### src/rtl/subtractor_pkg.sv
// Shared definitions for the bit-serial subtractor.
// Latency: n/a (types and constants only).
// Backpressure: n/a.
package subtractor_pkg;

   // Operand width used when the instantiating code does not override it
   localparam int DEFAULT_WIDTH = 8;

   // Control FSM encoding
   typedef enum logic [1:0] {
      IDLE = 2'd0,
      CALC = 2'd1,
      DONE = 2'd2
   } state_t;

endpackage

### src/rtl/subtractor_serial_full_subtractor.sv
// One-bit full subtractor: diff = a - b - bin, with borrow out.
// Latency: combinational.
// Backpressure: none.
module full_subtractor (
   output logic diff,
   output logic bout,
   input  logic a,
   input  logic b,
   input  logic bin
);

   // Borrow is generated when b > a, or propagated when a == b and a borrow came in
   always_comb begin
      diff = a ^ b ^ bin;
      bout = (~a & b) | (~(a ^ b) & bin);
   end

endmodule

### src/rtl/subtractor_serial.sv
// Bit-serial unsigned subtractor, one bit per cycle LSB first; out = {borrow, in0 - in1}.
// Latency: WIDTH CALC cycles then one DONE cycle; one result per WIDTH+1 cycles back-to-back.
// Backpressure: none; start is ignored while busy and accepted only in IDLE or DONE.
module subtractor_serial
   import subtractor_pkg::*;
#(
   parameter int WIDTH = DEFAULT_WIDTH   // must be >= 2
) (
   input  logic             clk,
   input  logic             resetn,
   input  logic             start,
   input  logic [WIDTH-1:0] in0,
   input  logic [WIDTH-1:0] in1,
   output logic [WIDTH:0]   out,
   output logic             busy,
   output logic             done
);

   // Counter must be able to hold the value WIDTH itself
   localparam int CW = $clog2(WIDTH) + 1;

   state_t             state;
   logic [WIDTH-1:0]   a_q;        // minuend, shifted right so bit 0 is the live bit
   logic [WIDTH-1:0]   b_q;        // subtrahend, same alignment as a_q
   logic [WIDTH-2:0]   diff_q;     // difference bits so far, newest at the MSB
   logic               borrow_q;   // borrow into the current bit position
   logic [CW-1:0]      cnt;        // number of bits already processed

   logic               diff_bit;
   logic               bout;
   logic [WIDTH-1:0]   diff_shift;

   full_subtractor u_fs (
      .diff (diff_bit),
      .bout (bout),
      .a    (a_q[0]),
      .b    (b_q[0]),
      .bin  (borrow_q)
   );

   // Difference register with this cycle's bit inserted at the top; on the last
   // bit this is exactly the finished WIDTH-bit difference.
   always_comb begin
      diff_shift = {diff_bit, diff_q};
   end

   // Control FSM plus datapath registers; busy/done are registered alongside the state
   always_ff @(posedge clk) begin
      if (!resetn) begin
         state    <= IDLE;
         a_q      <= '0;
         b_q      <= '0;
         diff_q   <= '0;
         borrow_q <= 1'b0;
         cnt      <= '0;
         out      <= '0;
         busy     <= 1'b0;
         done     <= 1'b0;
      end else begin
         done <= 1'b0;
         case (state)
            IDLE, DONE: begin
               if (start) begin
                  a_q      <= in0;
                  b_q      <= in1;
                  diff_q   <= '0;
                  borrow_q <= 1'b0;
                  cnt      <= '0;
                  busy     <= 1'b1;
                  state    <= CALC;
               end else begin
                  state <= IDLE;
               end
            end
            CALC: begin
               a_q      <= a_q >> 1;
               b_q      <= b_q >> 1;
               diff_q   <= diff_shift[WIDTH-1:1];
               borrow_q <= bout;
               cnt      <= cnt + CW'(1);
               if (cnt == CW'(WIDTH - 1)) begin
                  out   <= {bout, diff_shift};
                  busy  <= 1'b0;
                  done  <= 1'b1;
                  state <= DONE;
               end
            end
            default: begin
               busy  <= 1'b0;
               state <= IDLE;
            end
         endcase
      end
   end

endmodule

### config.mk
export PLATFORM = sky130hd
export DESIGN_NAME = subtractor_serial
export DESIGN_NICKNAME = d
export VERILOG_FILES = /design/src/rtl/subtractor_pkg.sv /design/src/rtl/subtractor_serial_full_subtractor.sv /design/src/rtl/subtractor_serial.sv
export SDC_FILE = /design/constraint.sdc
export NUM_CORES = 1
export LEC_CHECK = 0
export ABC_AREA = 1
export CORE_UTILIZATION = 35
export DETAILED_ROUTE_END_ITERATION = 8
export GPL_TIMING_DRIVEN = 0
export PLACE_DENSITY = 0.69
export SETUP_SLACK_MARGIN = 0.4
export SYNTH_ARGS = -nofsm -noshare
export SYNTH_HDL_FRONTEND = slang
export SYNTH_SLANG_ARGS = --single-unit
export TNS_END_PERCENT = 5
### constraint.sdc
create_clock -name clk -period 1.3 [get_ports clk]
set_clock_uncertainty 0.2 [all_clocks]
set_input_delay 0.26 -clock clk [delete_from_list [all_inputs] [get_ports clk]]
set_output_delay 0.26 -clock clk [all_outputs]
set_load 0.02 [all_outputs]
==> results by stage <==
STA:
- Across all setup checks in the final design, the least slack found is -0.0608 ns.
- The transition time of the tightest slew-check pin is 0.246 ns.
- The final number of hold-violating endpoints was 0.
- The time the final worst path needs with I/O delays and setup is 1.36 ns.
- The worst-case headroom to the max-slew limit is 83.6%.
- The number of pins with negative max-slew slack in the final report is 0.
- Setup repair after global routing could not meet its margin everywhere.
- The upper clock frequency limit is 0.735 GHz.
- The final count of negative-setup-slack endpoints is 5.
- The setup TNS is -0.150 ns.
- The part of the cycle the worst path needs is 105%.

CTS:
- Buffers inserted to repair hold after CTS numbered 0.
- In this run the number of H-tree levels came out at 2.
- The clock insertion delay at the later pin of the skew report is 0.30 ns.
- The worst-case clock buffer depth is 2.
- TritonCTS created 5 clock buffers.
- Clock tree synthesis selected as its root buffer the cell sky130_fd_sc_hd__clkbuf_8.
- TritonCTS built the clock tree.
- The clock slew at the register clock pins of the worst setup and hold paths is 0.08 ns.
- The count of clock tree sinks is 41.

Setup path:
- The startpoint of the most critical register-to-register path is borrow_q$_SDFFE_PN0P_.
- The slowest library cell on the worst path is sky130_fd_sc_hd__fa_2.
- The top cell family by delay on the critical path is adder cells.
- The type of the worst setup path is reg2reg.
- The worst setup path is launched from a register.
- The endpoint arrival time on the critical path is 1.40 ns.
- On the worst path, the slowest cell contributes a delay of 0.56 ns.
- The launching element of the worst setup path is borrow_q$_SDFFE_PN0P_.
- The number of cells on the worst reg-to-reg path is 4.
- STA classifies the critical path endpoint as a register.
- Together, buffers and inverters on the worst path number 1.
- The worst register-to-register path ends at diff_q[6]$_SDFFE_PN0P_.
- The critical path goes through inv_2 -> fa_2 -> nand2_1 -> a21oi_2.
- The most critical setup path has its endpoint at diff_q[6]$_SDFFE_PN0P_.
- The total stage count of the critical path is 4.
- The minimum setup slack among reg-to-reg paths is -0.06 ns.
- STA puts the critical path data required time at 1.34 ns.
- In this run the worst path has a maximum fanout of 2.

Worst hold path:
- In this run the worst hold path is classified as in2reg.

Global route:
- The total overflow reported by the global router is 0.
- Entering global routing, the biggest net connects 14 pins.
- The first global-routing pass estimated 7800 um of wire.
- The number of global-route vias before repair came to 1673.
- The number of antenna violations at the first check in global routing came to 0.
- The total track usage is 16.8%.

Power and ir drop:
- The relative contribution of the clock network to total power is 31.0%.
- The leakage dissipation is 0.00109 uW.
- Dividing total power by cell area gives a power density of 1000 nW/um^2.
- The internal portion of the total power is 1910 uW.
- Combinational logic is responsible for 18.6% of the overall power.
- Net switching is 27.8% of the power.
- The analysis attributes to net switching a power of 736 uW.
- The fraction of power consumed by sequential logic is 50.4%.
- Across the VDD grid, the largest voltage drop is 422 uV.

Yosys:
- The share of Yosys cell area claimed by the top area cell type is 42.6%.
- The number of nets handed over by synthesis was 264.
- sky130_fd_sc_hd__dfxtp_1 takes more of the synthesized area than any other cell.
- Counting flops with an async set or reset pin after synthesis yields a share of 0%.
- Counting flops with a built-in enable in the synthesized netlist gives 0.
- Sequential cells were found to cover 42.6% of the synthesized design area.
- The average instance area after synthesis is 7.93 um^2.
- Synthesis produced 243 cells.
- Among all flip-flop cells after synthesis, the most frequent one is sky130_fd_sc_hd__dfxtp_1.
- Yosys printed 0 warnings.
- The number of distinct library cells after synthesis is 27.
- The most frequently used cell type in the post-synthesis netlist is sky130_fd_sc_hd__nand3_1.
- After synthesis the netlist holds a flip-flop and latch count of 41.
- Summing every instance area after synthesis gives 1930 um^2.
- In the synthesized netlist, the cells that appear most often are sky130_fd_sc_hd__nand3_1 (57), sky130_fd_sc_hd__dfxtp_1 (41), sky130_fd_sc_hd__nand2_1 (39), sky130_fd_sc_hd__a21oi_1 (21), sky130_fd_sc_hd__inv_1 (20).
- By area the synthesized netlist is led by sky130_fd_sc_hd__dfxtp_1 (43%), sky130_fd_sc_hd__nand3_1 (15%), sky130_fd_sc_hd__nand2_1 (7.6%).

Placement:
- The placed standard-cell area is 2300 um^2.
- The worst-case setup slack after placement is -0.583 ns.
- Routability-driven placement finished with a final weighted congestion of 0.759.
- The post-placement cell count is 341.
- The count of buffers inserted at the top-level ports is 28.
- Summed over all nets, the half-perimeter wirelength after detailed placement is 2920 um.

Floorplan:
- Measured along the x axis, the die boundary spans 76.2 um.
- The count of standard-cell rows is 26.
- The height of the chip is 76.2 um.
- The overall die area is 5810 um^2.
- The initial standard-cell utilization of the core is 37.0%.
- In this run the count of I/O pins placed on the die edge is 30.
- The core area is 5200 um^2.

Outcome:
- The flow ran to the end, but the final reports show violations.
- The checks that failed: setup timing.

Final layout:
- The final antenna diode count is 0.
- In the final layout, the share of cells above drive strength 1 is 33.9%.
- The final design area excluding fillers is 2640 um^2.
- After the last flow step, the layout net total stands at 312.
- The area growth from synthesis to layout is 37.1%.
- The number of filler instances in the final layout is 510.
- The non-filler instance count after layout is 362.

Drt:
- The number of DRC markers in iteration 0 is 84.
- The routed layout has 1764 vias.
- The detailed-route wire length per cell is 12.7 um.
- The number of vias per cell after detailed routing is 4.87.
- The count of nets left with antenna violations after detail routing is 0.
- The detailed-routing iteration count for the pre-antenna-repair pass is 4.
- The DRC violation count after routing is 0.
- The final routed wirelength across all metal layers is 4580 um.

Job:
- The number of max-cap violations is 0.
per-stage QoR:
stage / util [%] / hold slack, ns / total power (uW)
5_1_grt: 50.8 / 0.230 / 2760
3_5_place_dp: 44.3 / 0.258 / 1750
6_report: 50.8 / 0.217 / 2650
4_1_cts: 48.9 / 0.214 / 2620
2_1_floorplan: - / 0.209 / 1620
3_3_place_gp: 44.3 / 0.247 / 1740
cells in the final DEF, fill, tap and decap left out, types with 2 or more instances in the layout:
master	Yosys	final
sky130_fd_sc_hd__nand2_2	2	4
sky130_fd_sc_hd__dfxtp_1	41	33
sky130_fd_sc_hd__nand2_4	2	3
sky130_fd_sc_hd__nand3_2	8	10
sky130_fd_sc_hd__nor2_4	1	2
sky130_fd_sc_hd__buf_8	1	3
sky130_fd_sc_hd__clkdlybuf4s50_1	0	16
sky130_fd_sc_hd__clkbuf_4	0	2
sky130_fd_sc_hd__nor2_1	7	5
sky130_fd_sc_hd__o21ai_0	3	2
sky130_fd_sc_hd__clkbuf_2	1	3
sky130_fd_sc_hd__a21oi_2	9	10
sky130_fd_sc_hd__buf_2	4	2
sky130_fd_sc_hd__inv_4	1	2
sky130_fd_sc_hd__a21oi_1	21	20
sky130_fd_sc_hd__buf_6	3	13
sky130_fd_sc_hd__buf_12	1	3
sky130_fd_sc_hd__o21ai_2	0	2
sky130_fd_sc_hd__nand4_1	8	8
sky130_fd_sc_hd__dfxtp_2	0	6
sky130_fd_sc_hd__dfxtp_4	0	2
sky130_fd_sc_hd__inv_2	2	3
sky130_fd_sc_hd__clkbuf_8	0	5
sky130_fd_sc_hd__clkinv_2	0	2
sky130_fd_sc_hd__buf_4	4	16
sky130_fd_sc_hd__inv_1	20	17
sky130_fd_sc_hd__nand2_1	39	35
sky130_fd_sc_hd__nand3_1	57	55
sequential cells by signal, indices dropped and copies added, names as in the netlist:
register  flops
cnt           4
borrow_q      1
busy          1
state         2
b_q           8
done          1
out           9
a_q           8
diff_q        7
worst register-to-register path, delay by kind of cell (launching register included):
family	cells	cell delay, ns
fa+ha+maj	1	0.56
flops	1	0.34
compound gates	1	0.10
simple gates	1	0.06
buf+inv	1	0.04
worst min-delay path by stage:
stage                             start                  end  slack [ns]  depth (start not counted)
global placement    cnt[0]$_SDFFE_PN0P_  cnt[0]$_SDFFE_PN0P_        0.25                          1
CTS                               start  b_q[2]$_SDFFE_PN0P_        0.21                          5
detailed placement  out[4]$_SDFFE_PN0P_  out[4]$_SDFFE_PN0P_        0.26                          2
floorplan                        resetn  cnt[0]$_SDFFE_PN0P_        0.21                          2
global route                     resetn  cnt[0]$_SDFFE_PN0P_        0.23                          3
finish                            start  b_q[2]$_SDFFE_PN0P_        0.22                          5
layout make-up:
class / instances / area, um^2 / area share (%)
buffer: 18 / 185 / 7.01
clock buffer: 5 / 68.8 / 2.60
clock inverter: 3 / 17.5 / 0.663
inverter: 23 / 98.8 / 3.74
multi-input combinational: 161 / 953 / 36.1
sequential: 41 / 836 / 31.6
tap: 70 / 87.6 / 3.31
timing repair buffer: 41 / 395 / 15.0
per-layer routing:
metal	vias to the layer above	GRT usage, %	part of all wire [%]
li1	913	-	-
met1	810	20.0	47
met2	35	29.4	48
met3	6	4.19	3.4
met4	0	5.96	1.4
met5	-	0	0
kinds of logic after synthesis:
family / share of synthesized area (%)
AO/OA/AOI/OAI: 11.0
adder cells (fa/ha/maj): 1.69
flip-flops: 42.6
AND/OR/NAND/NOR: 32.9
buffers and inverters: 11.8
power by group through the flow:
stage / registers [uW] / logic (uW) / clock network (uW)
global route: 1340 / 536 / 886
floorplan: 1360 / 262 / 0
global placement: 1360 / 380 / 0
CTS: 1330 / 454 / 832
detailed placement: 1360 / 387 / 0
finish: 1330 / 492 / 822
timing repair:
action                                  in CTS  in global routing
pin swaps                                   25                 19
endpoints found under the setup margin      52                 52
resized for setup                           95                 21
buffers inserted                             6                  3
gates cloned                                 4                  0
Power figures use the tool's default switching activity.
